==> src/rtl/updown_counter_hexdisp.sv <==
// Up/down counter with clamped synchronous load, programmable wrap modulus, terminal-count pulse
// and a registered bank of active-low 7-segment digits. Define UPDOWN_COUNTER_BLANK_EN for leading-zero blanking.
module updown_counter_hexdisp #(
  parameter int                  DIGITS    = 4,
  parameter logic [4*DIGITS-1:0] MAX_COUNT = '1
) (
  input  logic                  clk,
  input  logic                  reset,
  input  logic                  enable,
  input  logic                  up_down,
  input  logic                  load,
  input  logic [4*DIGITS-1:0]   load_value,
  output logic [4*DIGITS-1:0]   count,
  output logic                  tc,
  output logic [7*DIGITS-1:0]   hex
);

  localparam int W = 4 * DIGITS;

  logic [W-1:0]          count_q, count_d;
  logic                  tc_q, tc_d;
  logic [7*DIGITS-1:0]   hex_q;

  function automatic logic [6:0] seg7(input logic [3:0] n);
    logic [6:0] s;
    case (n)
      4'h0: s = 7'b1000000;
      4'h1: s = 7'b1111001;
      4'h2: s = 7'b0100100;
      4'h3: s = 7'b0110000;
      4'h4: s = 7'b0011001;
      4'h5: s = 7'b0010010;
      4'h6: s = 7'b0000010;
      4'h7: s = 7'b1111000;
      4'h8: s = 7'b0000000;
      4'h9: s = 7'b0011000;
      4'hA: s = 7'b0001000;
      4'hB: s = 7'b0000011;
      4'hC: s = 7'b1000110;
      4'hD: s = 7'b0100001;
      4'hE: s = 7'b0000110;
      default: s = 7'b0001110;
    endcase
    return s;
  endfunction

  // Whole-bank decode; also supplies the reset pattern as disp('0).
  function automatic logic [7*DIGITS-1:0] disp(input logic [W-1:0] v);
    logic [7*DIGITS-1:0] r;
`ifdef UPDOWN_COUNTER_BLANK_EN
    logic lead;
    lead = 1'b1;
`endif
    r = '0;
    for (int i = DIGITS - 1; i >= 0; i--) begin
      r[7*i +: 7] = seg7(v[4*i +: 4]);
`ifdef UPDOWN_COUNTER_BLANK_EN
      // A digit blanks only while it and every higher nibble are zero; digit 0 always shows.
      lead = lead & (v[4*i +: 4] == 4'h0);
      if (lead && (i != 0)) r[7*i +: 7] = 7'b1111111;
`endif
    end
    return r;
  endfunction

  always_comb begin
    count_d = count_q;
    tc_d    = 1'b0;
    if (load) begin
      count_d = (load_value > MAX_COUNT) ? MAX_COUNT : load_value;
    end else if (enable) begin
      if (up_down) begin
        if (count_q == MAX_COUNT) begin
          count_d = '0;
          tc_d    = 1'b1;
        end else begin
          count_d = count_q + W'(1);
        end
      end else begin
        if (count_q == '0) begin
          count_d = MAX_COUNT;
          tc_d    = 1'b1;
        end else begin
          count_d = count_q - W'(1);
        end
      end
    end
  end

  // The display register decodes the current count, so it trails count by one edge.
  always_ff @(posedge clk) begin
    if (reset) begin
      count_q <= '0;
      tc_q    <= 1'b0;
      hex_q   <= disp('0);
    end else begin
      count_q <= count_d;
      tc_q    <= tc_d;
      hex_q   <= disp(count_q);
    end
  end

  assign count = count_q;
  assign tc    = tc_q;
  assign hex   = hex_q;

endmodule
==> config.mk <==
export PLATFORM = sky130hd
export DESIGN_NAME = updown_counter_hexdisp
export DESIGN_NICKNAME = d
export VERILOG_FILES = /design/src/rtl/updown_counter_hexdisp.sv
export SDC_FILE = /design/constraint.sdc
export NUM_CORES = 1
export LEC_CHECK = 0
export ABC_CLOCK_PERIOD_IN_PS = 2500
export CAP_MARGIN = 20
export CORE_UTILIZATION = 35
export DETAILED_ROUTE_END_ITERATION = 7
export PLACE_DENSITY = 0.7
export SLEW_MARGIN = 10
export SYNTH_ARGS = -nofsm -noshare
export SYNTH_HDL_FRONTEND = slang
export SYNTH_SLANG_ARGS = --single-unit
==> constraint.sdc <==
create_clock -name clk -period 2.5 [get_ports clk]
set_input_delay 0.5 -clock clk [delete_from_list [all_inputs] [get_ports clk]]
set_output_delay 0.5 -clock clk [all_outputs]
set_load 0.05 [all_outputs]
# After elaboration in Yosys (flattened, before gate mapping)
# Memory sizes are Yosys's and may differ from the RTL's. A register that Yosys moved wholly into a read port is not among the register bits.
# Index checks and enable logic that the tools add are counted.
# W data, S select, Z words.
# word_totals
register_bits	17
inputBits	21
mem_bits_ro	448
word_cells	23
out_inout_bits	45
mem_count	4
# op_classes
reduce_logical	3
mux	9
addsub	2
eq_ne	1
magnitude_cmp	1
bitwise	1
# mem_list
name	words	word_bits	read_ports	rd_ports_with_merged_regs	wr	line_no	source
(name not given)	16	7	1	1	0	26	case (n)
(name not given)	16	7	1	1	0	26	
(name not given)	16	7	1	1	0	26	
(name not given)	16	7	1	1	0	26	
# ops
operator	count
$mux W16	6
$add A16 B1 Y16 const B	1
$eq A16 B16 Y1 const B	1
$gt A16 B16 Y1 const B	1
$logic_not A16 Y1	1
$sub A16 B1 Y16 const B	1
$mux W1	3
$reduce_or A3 Y1	1
$reduce_bool A2 Y1	1
$not A1 Y1	1

# Depth between registers and ports, before layout
# logic_depth
word_depth	5
ltp_mapped	8
depth_no_buf	7

# Worst setup path before layout
# Ideal clock, no wire load.
# synth_path
path_kind	register -> register
startpoint	register count_q[0], in the netlist count[0]
endpoint	register count_q[13], in the netlist count[13]
stages_incl_launch_ff	8
t_required_ps	2369
n_path_buf	1
setup_ps	131
synth_period_minus_slack_ps	2477
path_slack_ps	23
arrival_time_ps	2347
cell_sequence	dfxtp_1 > ha_1 > nand4_1 > o41ai_2 > clkbuf_2 > nor2_1 > a311oi_1 > a211oi_1
# synth_between
elab_chain_len	5
word_cells_on_any_way	9
cone_classes	add/sub (2); eq/ne (1); mux (5); reduce/logical (1)
# synth_rtl
item	line_no	source
start: declaration	20	logic [W-1:0] count_q, count_d;
start signal: assignment	97	count_q <= count_d;
$sub A16 B1 Y16 (tied with other cells)	84	count_d = count_q - W'(1);
$mux W16 (on tied branches)	80, 73	
$mux W16 *	72	if (up_down) begin
$mux W16 *	71	end else if (enable) begin
$mux W16 *	69	if (load) begin
# Every way passes the cells marked *; elsewhere a longest branch is shown, timed or not. The select of a mux whose other input is x is not followed.
# A chain may end at the register's enable or synchronous reset.

# Worst setup path after layout
# layout_path
startpoint	register count_q[0], in the netlist count[0]
endpoint	register count_q[2], in the netlist count[2]
# Same word-level chain as after synthesis.

==> summary.md <==
| Metric | Value |
|---|---|
| IO Pins | `66` |
| Clock insertion delay at the later pin of the skew report | `0.30 ns` |
| Vias | `3284` |
| Largest net degree at the start of global routing | `27` |
| CTS Buf Count | `5` |
| Die width | `94.9 um` |
| Fraction of registers with async set/reset | `0%` |
| Slowest-stage cell, CP | `dfxtp_1` |
| Post-synthesis sequential area ratio | `29.8%` |
| Yosys cell types | `56` |
| Critical Path Max Stage Delay | `0.54 ns` |
| Power Dens Cells | `536 nW/um2` |
| Post-route DRC | `0` |
| Clock skew | `0.00387 ns` |
| Initial antenna violation count | `0` |
| Setup slack after layout | `0.197 ns` |
| Area of the core | `8300 um2` |
| Count leader, synth | `nor2_1` |
| Yosys top cell area share | `29.8%` |
| Post-synth net total | `434` |
| DIE AREA | `9010 um2` |
| Static leakage | `1.48 nW` |
| Routed len/inst | `15.7 um` |
| Setup TNS | `0 ns` |
| Vias per cell | `5.78` |
| Synthesized cell area | `3020 um2` |
| Drt total wl | `8900 um` |
| Slew margin rel. | `56.6%` |
| CTS max path bufs | `2` |
| Total Power | `2.12 mW` |
| Main area contributors after synthesis | `dfxtp_1 30%, ha_1 7.0%, nor2_1 6.8%` |
| H-tree depth | `2` |
| Crit. End Element | `register` |
| Dpl hpwl | `6390 um` |
| Layout cell share with drive strength beyond 1 | `10.8%` |
| Worst hold path type | `reg -> reg` |
| Max rail drop VDD | `0.000270 V` |
| Hold buffers post-CTS | `0` |
| Top FF cell, synth | `dfxtp_1` |
| RSZ-0062 raised after global routing | `no` |
| Core Rows | `33` |
| Critical path cell sequence | `inv_1, ha_1, and4bb_2, nand4_1, buf_4, nand4_1, a311oi_1, nor3_1` |
| WP data required | `2.68 ns` |
| Most frequent CP cell | `nand4_1` |
| Iteration-0 DRC Markers | `199` |
| Crit path buffers/inverters | `2` |
| Crit path max fanout | `11` |
| Slew @ Worst Pin | `0.645 ns` |
| First-pass GRT wire length | `14600 um` |
| Max-slew violations | `0` |
| Setup crit start kind | `register` |
| # nets final | `500` |
| Gpl congestion | `0.901` |
| Detailed Routing Iterations Pass 1 | `5` |
| Antenna viol nets, final | `0` |
| Arrival time at the worst endpoint | `2.48 ns` |
| Yosys top cell by area | `dfxtp_1` |
| Post-place setup slack | `0.165 ns` |
| Ys Warns | `0` |
| Mapped Cells | `396` |
| Post-CTS Setup Inserts | `0` |
| MaxCap Viol Count | `0` |
| Post-CTS sizing | `0` |
| Ranking of synthesized cells by instance count | `55 x nor2_1, 45 x dfxtp_1, 29 x nand2_1` |
| Syn-to-layout area delta | `31.0%` |
| Critical path type | `reg -> reg` |
| Fmax | `434 MHz` |
| Die height | `94.9 um` |
| Status | `finished clean` |
| Clk sink count | `45` |
| Setup Viol. Count Final | `0` |
| Diodes inserted | `0` |
| Clock input transition at the sequential cells of the worst setup and hold paths | `0.08 ns` |
| Port Buffers | `65` |
| Post-synth EDFFs | `0` |
| Final period util | `92.1%` |
| Total grt overflow | `0` |
| Seq cells post-synth | `45` |
| Largest delay contributor family on the critical path | `simple AND/OR/NAND/NOR gates` |
| Starting Density | `36.4%` |
| Period minus WS final | `2.30 ns` |
| Syn Area/Cell | `7.63 um2` |
| Fin. Hold Viols | `0` |
| Clk root buf | `clkbuf_8` |
| CTS tree | `yes` |
| Min Hold Slack | `0.601 ns` |
| Vias in the first global route | `2949` |
| GRT Total Usage | `20.5%` |
[final timing paths]
kind / start / end / slack (ns) / depth (start not counted)
worst max-delay path: count[0]$_SDFFE_PP0P_ / count[2]$_SDFFE_PP0P_ / 0.20 / 8
worst min-delay path: count[4]$_SDFFE_PP0P_ / count[4]$_SDFFE_PP0P_ / 0.60 / 2
worst max register to register: count[0]$_SDFFE_PP0P_ / count[2]$_SDFFE_PP0P_ / 0.20 / 8
worst min register to register: count[4]$_SDFFE_PP0P_ / count[4]$_SDFFE_PP0P_ / 0.60 / 2
[worst min-delay path, cell delays in order, from the launching register on]
cell and delay, ns:
dfxtp_1 0.36, o211ai_1 0.10, a221oi_1 0.08
[power by group]
part           switching, mW  total [mW]  internal [mW]
registers             0.0597       0.837          0.778
logic                  0.523       0.838          0.316
clock network          0.249       0.448          0.199
[flip-flops by register name (all words and copies together) (netlist names)]
register / flops
count: 16
hex: 28
tc: 1
[logic make-up (layout without fill, tap and decap cells)]
| family | Yosys count | in the layout | synth area share, % |
|---|---|---|---|
| AOI/OAI and AO/OA | 104 | 104 | 24.5 |
| and+or+nand+nor | 162 | 162 | 27.1 |
| xor gates and xnor gates | 3 | 3 | 0.869 |
| muxes | 10 | 10 | 3.39 |
| buffers and inverters | 55 | 122 | 7.37 |
| DFF | 45 | 45 | 29.8 |
| adders and majority gates | 17 | 17 | 7.04 |
[layout by cell type (no fill, tap or decap), types with 4 or more instances in the layout]
cell type and instances:
nor2_1 55, clkbuf_8 5, nor4_1 7, a311oi_1 12
clkdlybuf4s50_1 62, inv_1 16, nor2b_1 4, nand4_1 9
a21oi_1 16, mux2i_1 8, nand2_1 29, o21ai_0 17
buf_4 34, a31oi_1 7, nor3_1 16, dfxtp_1 45
ha_1 17, a211oi_1 18, nand3_1 15, nand2b_1 6
o31ai_1 4
[stage by stage]
step | util [%] | instances | area (um2)
2_1_floorplan | - | 396 | 3020
3_3_place_gp | 46.7 | 560 | 3870
3_5_place_dp | 46.7 | 560 | 3870
4_1_cts | 47.7 | 568 | 3960
5_1_grt | 47.7 | 568 | 3960
6_report | 47.7 | 568 | 3960
[final cells by class]
cell class | instances | area [um2]
clock buffer | 8 | 80.1
fill | 823 | 4340
inverter | 18 | 67.6
multi-input combinational | 296 | 1900
sequential | 45 | 901
tap | 105 | 131
timing repair buffer | 96 | 876
[layer usage]
layer	part of all wire [%]	global-route usage (%)	vias up
met5	0	0	-
met1	46	28.8	1545
met2	45	31.5	136
met4	1.8	6.19	0
li1	-	-	1586
met3	7.2	4.11	17
(Power assumes the default switching activity.)
